`src/rtl/car_sched_pkg.sv`:
```
// Carrier FCW scheduler package: state encodings and default widths.
// Shared by car_fcw_sched (top) and car_bin_seq (zig-zag bin sequencer).
package car_sched_pkg;

  localparam int unsigned FCW_W_DEF   = 32;
  localparam int unsigned BIN_W_DEF   = 6;
  localparam int unsigned DWELL_W_DEF = 16;
  localparam int unsigned TMO_W_DEF   = 12;

  // Values are visible on tx_state.
  typedef enum logic [1:0] {
    ST_IDLE  = 2'd0,
    ST_DWELL = 2'd1,
    ST_WAIT  = 2'd2,
    ST_TRACK = 2'd3
  } car_state_e;

endpackage

```
`src/rtl/car_bin_seq.sv`:
```
// Zig-zag Doppler bin sequencer: centre, +1, -1, +2, -2, ...
// Two accumulators walk outward from the centre FCW, modulo 2^FCW_W.
// Ports:
//   clk, rst_n   clock, async active-low reset
//   load_i       restart at bin 0 from ctr_i
//   adv_i        step to the next ordinal
//   ctr_i        centre FCW (sampled on load_i)
//   step_i       bin spacing (used on adv_i)
//   bin_num_i    N, bins per side
//   fcw_o        FCW of the bin being entered this cycle (valid with load_i/adv_i)
//   idx_o        current bin ordinal 0..2N
//   last_o       current ordinal is the last of the grid (2N)
module car_bin_seq
  import car_sched_pkg::*;
#(
  parameter int unsigned FCW_W = FCW_W_DEF,
  parameter int unsigned BIN_W = BIN_W_DEF
) (
  input  logic             clk,
  input  logic             rst_n,
  input  logic             load_i,
  input  logic             adv_i,
  input  logic [FCW_W-1:0] ctr_i,
  input  logic [FCW_W-1:0] step_i,
  input  logic [BIN_W-1:0] bin_num_i,
  output logic [FCW_W-1:0] fcw_o,
  output logic [BIN_W:0]   idx_o,
  output logic             last_o
);

  logic [FCW_W-1:0] pos_q, pos_d, neg_q, neg_d;
  logic [BIN_W:0]   idx_q, idx_d;

  always_comb begin
    pos_d = pos_q;
    neg_d = neg_q;
    idx_d = idx_q;
    fcw_o = ctr_i;
    if (load_i) begin
      pos_d = ctr_i;
      neg_d = ctr_i;
      idx_d = '0;
      fcw_o = ctr_i;
    end else if (adv_i) begin
      idx_d = idx_q + 1'b1;
      // Odd ordinals go above centre, even ordinals below.
      if (idx_d[0]) begin
        pos_d = pos_q + step_i;
        fcw_o = pos_d;
      end else begin
        neg_d = neg_q - step_i;
        fcw_o = neg_d;
      end
    end
  end

  always_ff @(posedge clk or negedge rst_n) begin
    if (!rst_n) begin
      pos_q <= '0;
      neg_q <= '0;
      idx_q <= '0;
    end else begin
      pos_q <= pos_d;
      neg_q <= neg_d;
      idx_q <= idx_d;
    end
  end

  assign idx_o  = idx_q;
  assign last_o = (idx_q == {bin_num_i, 1'b0});

endmodule

```
`src/rtl/car_fcw_sched.sv`:
```
// Carrier NCO FCW scheduler: zig-zag acquisition over a Doppler bin grid,
// then tracking with FCW corrections from the carrier loop.
// Optional feature macro CAR_SCHED_TMO_EN: detect-wait timeout (2^TMO_W-1
// cycles without a verdict counts as a negative verdict).
// Ports:
//   rx_clk, rx_rst_n        clock, async active-low reset
//   rx_start / rx_abort     begin search (IDLE only) / return to IDLE
//   rx_cfg_*                centre FCW, bin step, N, dwell (shadowed at start)
//   rx_det_vld, rx_det      correlator verdict (WAIT only)
//   rx_trk_vld, rx_trk_dfcw signed FCW correction (TRACK only)
//   rx_unlock               loss of lock: restart search from bin 0
//   tx_car_fcw              FCW to NCO
//   tx_nco_rst, tx_corr_clr bin-start pulses
//   tx_dump                 end-of-dwell pulse
//   tx_bin_idx, tx_state    bin ordinal, state code
//   tx_busy, tx_lock        DWELL/WAIT, TRACK
//   tx_fail                 sticky grid-exhausted flag
module car_fcw_sched
  import car_sched_pkg::*;
#(
  parameter int unsigned FCW_W   = FCW_W_DEF,
  parameter int unsigned BIN_W   = BIN_W_DEF,
  parameter int unsigned DWELL_W = DWELL_W_DEF,
  parameter int unsigned TMO_W   = TMO_W_DEF
) (
  input  logic               rx_clk,
  input  logic               rx_rst_n,
  input  logic               rx_start,
  input  logic               rx_abort,
  input  logic [FCW_W-1:0]   rx_cfg_fcw_ctr,
  input  logic [FCW_W-1:0]   rx_cfg_fcw_step,
  input  logic [BIN_W-1:0]   rx_cfg_bin_num,
  input  logic [DWELL_W-1:0] rx_cfg_dwell,
  input  logic               rx_det_vld,
  input  logic               rx_det,
  input  logic               rx_trk_vld,
  input  logic [FCW_W-1:0]   rx_trk_dfcw,
  input  logic               rx_unlock,
  output logic [FCW_W-1:0]   tx_car_fcw,
  output logic               tx_nco_rst,
  output logic               tx_corr_clr,
  output logic               tx_dump,
  output logic [BIN_W:0]     tx_bin_idx,
  output logic [1:0]         tx_state,
  output logic               tx_busy,
  output logic               tx_lock,
  output logic               tx_fail
);

  car_state_e         state_q;
  logic [FCW_W-1:0]   fcw_q, ctr_sh_q, step_sh_q;
  logic [BIN_W-1:0]   bin_sh_q;
  logic [DWELL_W-1:0] dwell_sh_q, dcnt_q;
  logic               nco_rst_q, dump_q, fail_q;

  logic               start_go, unlock_go, verdict, det_pos;
  logic               adv_go, fail_go, trk_go, seq_load, enter_bin, tmo_hit;
  logic [FCW_W-1:0]   ctr_ld, seq_fcw;
  logic [DWELL_W-1:0] dwell_src, dwell_m1;
  logic               seq_last;

`ifdef CAR_SCHED_TMO_EN
  localparam logic [TMO_W-1:0] TMO_LAST = TMO_W'((1 << TMO_W) - 2);
  logic [TMO_W-1:0] tmo_q;

  // tmo_q counts WAIT cycles from 0; firing on count 2^TMO_W-2 means the
  // bin gives up after 2^TMO_W-1 silent WAIT cycles.
  assign tmo_hit = (state_q == ST_WAIT) && !rx_det_vld && (tmo_q == TMO_LAST);

  always_ff @(posedge rx_clk or negedge rx_rst_n) begin
    if (!rx_rst_n)                                   tmo_q <= '0;
    else if (state_q == ST_WAIT && !rx_det_vld && !rx_abort) tmo_q <= tmo_q + 1'b1;
    else                                             tmo_q <= '0;
  end
`else
  assign tmo_hit = 1'b0;
`endif

  always_comb begin
    start_go  = (state_q == ST_IDLE)  && rx_start  && !rx_abort;
    unlock_go = (state_q == ST_TRACK) && rx_unlock && !rx_abort;
    verdict   = (state_q == ST_WAIT)  && !rx_abort && (rx_det_vld || tmo_hit);
    det_pos   = rx_det_vld && rx_det;
    adv_go    = verdict && !det_pos && !seq_last;
    fail_go   = verdict && !det_pos &&  seq_last;
    trk_go    = verdict &&  det_pos;
    seq_load  = start_go || unlock_go;
    enter_bin = seq_load || adv_go;
    // A start uses live config (shadows load the same edge); restarts use shadows.
    ctr_ld    = start_go ? rx_cfg_fcw_ctr : ctr_sh_q;
    dwell_src = start_go ? rx_cfg_dwell   : dwell_sh_q;
    dwell_m1  = (dwell_src == '0) ? '0 : dwell_src - 1'b1;
  end

  car_bin_seq #(
    .FCW_W (FCW_W),
    .BIN_W (BIN_W)
  ) u_bin_seq (
    .clk       (rx_clk),
    .rst_n     (rx_rst_n),
    .load_i    (seq_load),
    .adv_i     (adv_go),
    .ctr_i     (ctr_ld),
    .step_i    (step_sh_q),
    .bin_num_i (bin_sh_q),
    .fcw_o     (seq_fcw),
    .idx_o     (tx_bin_idx),
    .last_o    (seq_last)
  );

  always_ff @(posedge rx_clk or negedge rx_rst_n) begin
    if (!rx_rst_n) begin
      state_q    <= ST_IDLE;
      fcw_q      <= '0;
      ctr_sh_q   <= '0;
      step_sh_q  <= '0;
      bin_sh_q   <= '0;
      dwell_sh_q <= '0;
      dcnt_q     <= '0;
      nco_rst_q  <= 1'b0;
      dump_q     <= 1'b0;
      fail_q     <= 1'b0;
    end else begin
      nco_rst_q <= 1'b0;
      dump_q    <= 1'b0;
      if (start_go) begin
        ctr_sh_q   <= rx_cfg_fcw_ctr;
        step_sh_q  <= rx_cfg_fcw_step;
        bin_sh_q   <= rx_cfg_bin_num;
        dwell_sh_q <= rx_cfg_dwell;
      end
      if (rx_abort) begin
        state_q <= ST_IDLE;
      end else if (enter_bin) begin
        state_q   <= ST_DWELL;
        fcw_q     <= seq_fcw;
        nco_rst_q <= 1'b1;
        // dcnt_q holds cycles remaining after the current one.
        dcnt_q    <= dwell_m1;
        dump_q    <= (dwell_m1 == '0);
        if (seq_load) fail_q <= 1'b0;
      end else if (fail_go) begin
        fail_q  <= 1'b1;
        state_q <= ST_IDLE;
      end else if (trk_go) begin
        state_q <= ST_TRACK;
      end else begin
        case (state_q)
          ST_DWELL: begin
            if (dcnt_q == '0) begin
              state_q <= ST_WAIT;
            end else begin
              dcnt_q <= dcnt_q - 1'b1;
              dump_q <= (dcnt_q == DWELL_W'(1));
            end
          end
          ST_TRACK: if (rx_trk_vld) fcw_q <= fcw_q + rx_trk_dfcw;
          default: ;
        endcase
      end
    end
  end

  assign tx_car_fcw  = fcw_q;
  assign tx_nco_rst  = nco_rst_q;
  assign tx_corr_clr = nco_rst_q;
  assign tx_dump     = dump_q;
  assign tx_state    = state_q;
  assign tx_busy     = (state_q == ST_DWELL) || (state_q == ST_WAIT);
  assign tx_lock     = (state_q == ST_TRACK);
  assign tx_fail     = fail_q;

endmodule

```
`config.mk`:
```
export PLATFORM = sky130hd
export DESIGN_NAME = car_fcw_sched
export DESIGN_NICKNAME = d
export VERILOG_FILES = /design/src/rtl/car_sched_pkg.sv /design/src/rtl/car_bin_seq.sv /design/src/rtl/car_fcw_sched.sv
export SDC_FILE = /design/constraint.sdc
export NUM_CORES = 1
export LEC_CHECK = 0
export BUFFER_PORTS_ARGS = -buffer_cell sky130_fd_sc_hd__buf_4
export CAP_MARGIN = 20
export CORE_ASPECT_RATIO = 1.25
export CORE_UTILIZATION = 48
export CTS_CLUSTER_SIZE = 14
export DETAILED_ROUTE_END_ITERATION = 7
export PLACE_DENSITY = 0.68
export SLEW_MARGIN = 20
export SYNTH_ARGS = -nofsm -noshare
export SYNTH_HDL_FRONTEND = slang
export SYNTH_SLANG_ARGS = --single-unit
```
`constraint.sdc`:
```
create_clock -name rx_clk -period 4.4 [get_ports rx_clk]
set_clock_uncertainty 0.2 [all_clocks]
set_input_delay 0.44 -clock rx_clk [delete_from_list [all_inputs] [get_ports rx_clk]]
set_output_delay 0.44 -clock rx_clk [all_outputs]
set_load 0.05 [all_outputs]
```
## Word-level counts from Yosys, hierarchy flattened

Index checks and enable logic that the tools add are counted.

| storage, ports and cells | value |
|---|---|
| register bits after elaboration | 210 |
| output and inout bits | 47 |
| logic and storage cells | 106 |

| cells by class | value |
|---|---|
| add/subtract/negate cells | 6 |
| eq/ne operators | 10 |
| muxes and demuxes | 41 |
| bitwise operators | 1 |
| reduce and logical (&&, ||, !) cells | 35 |

Operator list:

| kind | count |
|---|---|
| two-way mux 32 bit | 15 |
| two-way mux 16 bit | 7 |
| adder 32 bit | 2 |
| zero test 16 bit | 3 |
| subtractor 16 x 1 -> 16 bit, second input constant | 2 |
| subtractor 32 bit | 1 |
| equality test 16 x 1 -> 1 bit, second input constant | 1 |
| two-way mux 7 bit | 2 |
| two-way mux 2 bit | 6 |
| nonzero test 2 bit | 6 |
| logical AND 1 bit | 11 |
| two-way mux 1 bit | 11 |
| AND reduction 5 bit | 2 |
| nonzero test 5 bit | 2 |
| adder 7 x 1 -> 7 bit, second input constant | 1 |
| equality test 7 bit | 1 |
| != test 2 bit, second input constant | 3 |
| AND reduction 2 bit | 3 |
| equality test 2 bit, second input constant | 2 |
| != test 2 x 1 -> 1 bit, second input constant | 2 |
| zero test 1 bit | 3 |
| logical OR 1 bit | 3 |
| AND reduction 3 bit | 1 |
| equality test 2 x 1 -> 1 bit, second input constant | 1 |
| 2 further kinds | 2 |

## Depth between registers and ports, before layout

| depth | value |
|---|---|
| depth in word-level cells | 9 |
| mapped depth | 20 |

## Cells and area by module

A second synthesis with hierarchy kept.

| unflattened totals | value |
|---|---|
| cell total of the unflattened synthesis | 1,862 |
| area total of the unflattened synthesis | 14,906.8 um^2 |

Modules (own cells, without submodules):

| module | instances | cells each | area an instance (um^2) | seq. area each (um^2) |
|---|---|---|---|---|
| car_fcw_sched | 1 | 960 | 7,876.3 | 3,478.3 |
| car_bin_seq | 1 | 902 | 7,030.5 | 1,776.7 |

## Worst setup path before layout

Ideal clock, no wire load.

| timing path | value |
|---|---|
| path type | register to register |
| from | register state_q[0] (netlist: tx_state[0]) |
| to | register dump_q (netlist: tx_dump) |
| setup time | 66 ps |
| data arrival time | 4,887 ps |
| required time | 4,134 ps |
| slack | -753 ps |
| stages on the path, launching flop included | 21 |
| clock period less this slack | 5,153 ps |
| cells stage by stage | dfrtp_1 -> inv_1 -> ha_1 -> nand3b_4 -> buf_6 -> buf_2 -> buf_4 -> buf_4 -> buf_2 -> buf_2 -> buf_2 -> buf_2 -> mux2i_1 -> ha_1 -> nand3_2 -> or3_1 -> or3_4 -> o21ai_2 -> or4b_1 -> a211oi_1 -> a31o_1 |

| between the ends | value |
|---|---|
| cells in the longest elaborated chain, start to end | 9 |
| elaborated cells on any way between the ends | 26 |
| classes of those cells | 1 x add/sub; 3 x eq/ne; 7 x mux; 15 x reduce/logical |

Ends and longest elaborated chain:

| what | RTL line | source |
|---|---|---|
| start, declared | car_fcw_sched.sv:50 | `car_state_e state_q;` |
| start signal, assigned | car_fcw_sched.sv:113 | `state_q <= ST_IDLE;` |
| start signal, assigned | car_fcw_sched.sv:133 | `state_q <= ST_IDLE;` |
| start signal, assigned | car_fcw_sched.sv:135 | `state_q <= ST_DWELL;` |
| zero test 2 bit | car_fcw_sched.sv:80 | `start_go = (state_q == ST_IDLE) && rx_start && !rx_abort;` |
| logical AND 1 bit (2 in a row) | car_fcw_sched.sv:80 |  |
| two-way mux 16 bit | n/a |  |
| subtractor 16 x 1 -> 16 bit or zero test 16 bit (tied branches) | car_fcw_sched.sv:92 | `dwell_m1 = (dwell_src == '0) ? '0 : dwell_src - 1'b1;` |
| two-way mux 16 bit | car_fcw_sched.sv:92 |  |
| zero test 16 bit | car_fcw_sched.sv:140 | `dump_q <= (dwell_m1 == '0);` |
| two-way mux 1 bit (*) | car_fcw_sched.sv:134 | `end else if (enter_bin) begin` |
| two-way mux 1 bit (*) | car_fcw_sched.sv:132 | `if (rx_abort) begin` |
| end signal, assigned | car_fcw_sched.sv:140 |  |
| end signal, assigned | car_fcw_sched.sv:154 | `dump_q <= (dcnt_q == DWELL_W'(1));` |
| end, declared | car_fcw_sched.sv:54 | `logic nco_rst_q, dump_q, fail_q;` |

Every way passes the cells marked *; elsewhere a longest branch is shown, timed or not.
A chain may end at the register's enable or synchronous reset.

## Worst setup path in the final report

| timing path | value |
|---|---|
| from | register step_sh_q[6] |
| to | register fcw_q[21] (netlist: tx_car_fcw[21]) |

| between the ends | value |
|---|---|
| cells in the longest elaborated chain, start to end | 5 |
| elaborated cells on any way between the ends | 6 |
| classes of those cells | 2 x add/sub; 4 x mux |

Ends and longest elaborated chain:

| what | RTL line | source |
|---|---|---|
| start, declared | car_fcw_sched.sv:51 | `logic [FCW_W-1:0] fcw_q, ctr_sh_q, step_sh_q;` |
| start signal, assigned | car_fcw_sched.sv:128 | `step_sh_q <= rx_cfg_fcw_step;` |
| subtractor 32 bit or adder 32 bit (tied branches) | car_bin_seq.sv:51, car_bin_seq.sv:48 |  |
| two-way mux 32 bit (*) | car_bin_seq.sv:47 | `if (idx_d[0]) begin` |
| two-way mux 32 bit (*) | car_bin_seq.sv:44 | `end else if (adv_i) begin` |
| two-way mux 32 bit (*) | car_bin_seq.sv:39 | `if (load_i) begin` |
| two-way mux 32 bit (*) | car_fcw_sched.sv:134 |  |
| end signal, assigned | car_fcw_sched.sv:136 | `fcw_q <= seq_fcw;` |
| end signal, assigned | car_fcw_sched.sv:157 | `ST_TRACK: if (rx_trk_vld) fcw_q <= fcw_q + rx_trk_dfcw;` |
| end, declared | car_fcw_sched.sv:51 |  |

Marked as above.

==> impl_metrics.yaml <==
global_route:
  grt_pass1_vias: 13610
  grt_usage: 0.2966
  grt_start_max_net_pins: 106
  antenna_found_initial: 0
  grt_pass1_wl_mm: 72.15
  grt-ovfl-total: 0
yosys:
  synth_cells: 1669
  synth-main-ff-cell: "dfrtp_1"
  ys_types: 77
  async_reset_ff_frac: 1.000
  syn_area_per_cell_um2: 8.817
  synth_area_um2: 14720
  yosys_warnings: 0
  ys_seq_area_frac: 0.3571
  synth.area.top_cells: "dfrtp_1, ha_1, mux2_2"
  synth_seq_cells: 210
  synth_nets: 1899
  synth_edf_count: 0
  yosysTopAreaCell: "dfrtp_1"
  synth_top_area_share: 0.3571
timing:
  slew_violations: 0
  worst_pin_slew_ps: 1075
  final-hold-violation-count: 0
  tns_ps: 0
  fin_crit_sh: 0.8789
  layout_min_cycle_time_ps: 3867
  slew_headroom: 0.2826
  max_freq_mhz: 258.6
  rsz0062_at_grt: "no"
  finalSetupViolCount: 0
clock_tree:
  root_buffer: "clkbuf_16"
  cts_buffers: 25
  cts_num_sinks: 210
  worstSkewPairLatency_ps: 560
  cts_max_level: 1
  clock_path_buffers: 3
  cts_tree: "built"
  path_clk_slew_ps: 70
route:
  dr.max_layer_used: "met4"
  wl_mm: 45.76
  wl_met3_mm: 3.178
  wl_per_cell_um: 19.72
  dr.pass1.iters: 5
  drc: 0
  route.met2.wl_mm: 21.76
  vias_per_cell: 5.894
  met1_length_mm: 19.20
  drtIter0Drc: 917
  vias: 13670
  ant_nets: 0
placed_design:
  dpl_cell_area_um2: 16470
  dp_hpwl_mm: 33.67
  port_buffers: 172
  placed_cells: 2197
  routabilityCongestion: 0.9762
status:
  status: "complete, no violations"
finish:
  drive_above_1_share: 0.1735
  post-route-cell-area_um2: 18080
  antennaDiodeCount: 0
  area_delta_synth_final_pct: 22.86
  regArea_um2: 5258
  multi_input_area_um2: 8889
  post-route-util: 0.6003
  fin_cells: 2320
  final_nets: 2132
  n_fill_cell: 2634
worst_setup_path:
  critPathMaxStageDelay_ps: 660
  crit_slowest_cell: "o41ai_2"
  critPathArrivalTime_ps: 4080
  crit_path_cell_trace: "inv_1 -> ha_1 -> a2111oi_0 -> a211oi_1 -> o41ai_2 -> o21ai_1 -> a221oi_1 -> xnor2_1 -> a211oi_1 -> o21ai_1"
  worstSetupStartpointType: "flip-flop"
  crit_cells: 10
  worst-r2r-cell-count: 10
  reg2reg_slack_ps: 530
  critPathKind: "flip-flop to flip-flop"
  crit_family: "compound AO/OA/AOI/OAI gates"
  path_buf_inv: 1
  crit_fanout: 5
  worstSetupEndpointType: "flip-flop"
  cp.required_ps: 4610
floorplanning:
  die_w_um: 158.6
  core_area_um2: 30120
  die_y_um: 197.8
  die_area_um2: 31370
  start_util: 0.4886
  pin_count: 173
  rows: 71
worst_hold_path:
  hold_depth: 3
  hp-class: "input port to flip-flop"
job:
  maxCapViolations: 0
power_and_ir_drop:
  p_leak_nw: 8.355
  irDropWorstVdd_v: 0.0003624
  power_density_nw_per_um2: 799.7
-- stage by stage --
stage	setup slack [ps]	hold slack, ps	total power, mW
3_5_place_dp	685.0	269.0	12.12
6_report	533.0	16.98	14.46
3_3_place_gp	663.0	266.3	12.01
4_1_cts	628.3	7.882	14.37
2_1_floorplan	32.39	-55.59	9.842
5_1_grt	341.8	24.75	15.53
-- layout by cell type, fill, tap and decap left out, types with 11 or more instances in the layout --
master | netlist | layout
o21a_1 | 18 | 18
dlygate4sd3_1 | 0 | 79
nor2_1 | 144 | 140
o21ai_0 | 107 | 107
nor2b_1 | 11 | 11
clkbuf_16 | 0 | 25
a21oi_1 | 144 | 142
a21o_1 | 41 | 41
nand2_1 | 169 | 169
nand2b_1 | 21 | 21
nor4_1 | 12 | 12
nor3_1 | 33 | 33
o211ai_1 | 16 | 16
a22oi_1 | 12 | 12
ha_1 | 101 | 99
a31oi_1 | 31 | 31
a211oi_1 | 15 | 15
inv_1 | 82 | 82
mux2_2 | 73 | 73
buf_4 | 3 | 197
mux2i_1 | 24 | 24
nand3_1 | 32 | 32
xnor2_1 | 64 | 64
and2_1 | 17 | 17
and3_1 | 12 | 12
o22ai_1 | 11 | 11
nand4_1 | 17 | 17
dfrtp_1 | 210 | 208
a221oi_1 | 12 | 12
xor2_1 | 41 | 41
-- tightest hold or removal path: stages --
cell and delay (ps):
buf_4 80, mux2i_1 120, inv_1 80
-- cells in the mapped netlist, drive strengths merged (12+ instances only) --
library cell and n:
dfrtp 210, nand2 169, a21oi 144, nor2 144
o21ai 115, ha 101, inv 82, mux2 74
xnor2 64, clkbuf 50, a21o 41, xor2 41
nand3 34, nor3 34, a31oi 31, mux2i 26
buf 22, nand2b 21, and2 18, o21a 18
nand4 17, o211ai 16, a211oi 15, a221oi 12
a22oi 12, and3 12, nor4 12
-- power by group --
group          leakage (nW)  internal, mW  switching (mW)
registers              2.51          2.75           0.632
logic                  5.44          3.56            5.39
clock network         0.403          1.24           0.869
total                  8.36          7.56            6.90
-- area by class of cell --
type | instances | area share
multi-input combinational | 1305 | 0.4917
inverter | 82 | 0.01703
tap | 401 | 0.02775
clock buffer | 35 | 0.03945
timing repair buffer | 278 | 0.1275
clock inverter | 9 | 0.005814
sequential | 210 | 0.2908
-- cell families (layout without fill, tap and decap cells) --
family | Yosys count | in the layout | share of synthesized area
flip-flops | 210 | 210 | 0.3571
buffers and inverters | 154 | 404 | 0.04175
AND/OR/NAND/NOR | 494 | 494 | 0.1553
adder cells (fa/ha/maj) | 104 | 104 | 0.08996
multiplexers | 100 | 100 | 0.07542
XOR/XNOR | 105 | 105 | 0.06249
AO/OA/AOI/OAI | 502 | 502 | 0.2180
-- final timing paths --
path                                          start                    endpoint
max in group asynchronous                  rx_rst_n  tx_car_fcw[18]$_DFFE_PN0P_
setup reg to reg           step_sh_q[6]$_DFFE_PN0N_  tx_car_fcw[21]$_DFFE_PN0P_
hold reg to reg               ctr_sh_q[1]$_DFF_PN0_       ctr_sh_q[1]$_DFF_PN0_
min in group asynchronous                  rx_rst_n   step_sh_q[30]$_DFFE_PN0N_
hold / removal                   rx_cfg_fcw_ctr[29]      ctr_sh_q[29]$_DFF_PN0_
setup / recovery           step_sh_q[6]$_DFFE_PN0N_  tx_car_fcw[21]$_DFFE_PN0P_
-- layer usage --
layer	vias up	track usage
met2	477	0.4998
li1	6521	-
met4	0	0.1193
met3	93	0.04137
met1	6583	0.3798
met5	-	0
-- registers in the layout, indices dropped and copies added, names as in the netlist --
name / cells
u_bin_seq.idx_o: 7
tx_car_fcw: 32
u_bin_seq.neg_q: 32
dcnt_q: 16
tx_fail: 1
bin_sh_q: 6
u_bin_seq.pos_q: 32
dwell_sh_q: 16
tx_corr_clr: 1
step_sh_q: 32
ctr_sh_q: 32
tx_state: 2
tx_dump: 1
-- repair_timing --
| item | 4_1_cts | 5_1_grt |
|---|---|---|
| resized for setup | 0 | 0 |
| hold buffers | 79 | 0 |
| setup buffers | 0 | 0 |
| endpoints found under the hold margin | 181 | 0 |
Note: power is estimated with default switching activity, not from simulation.
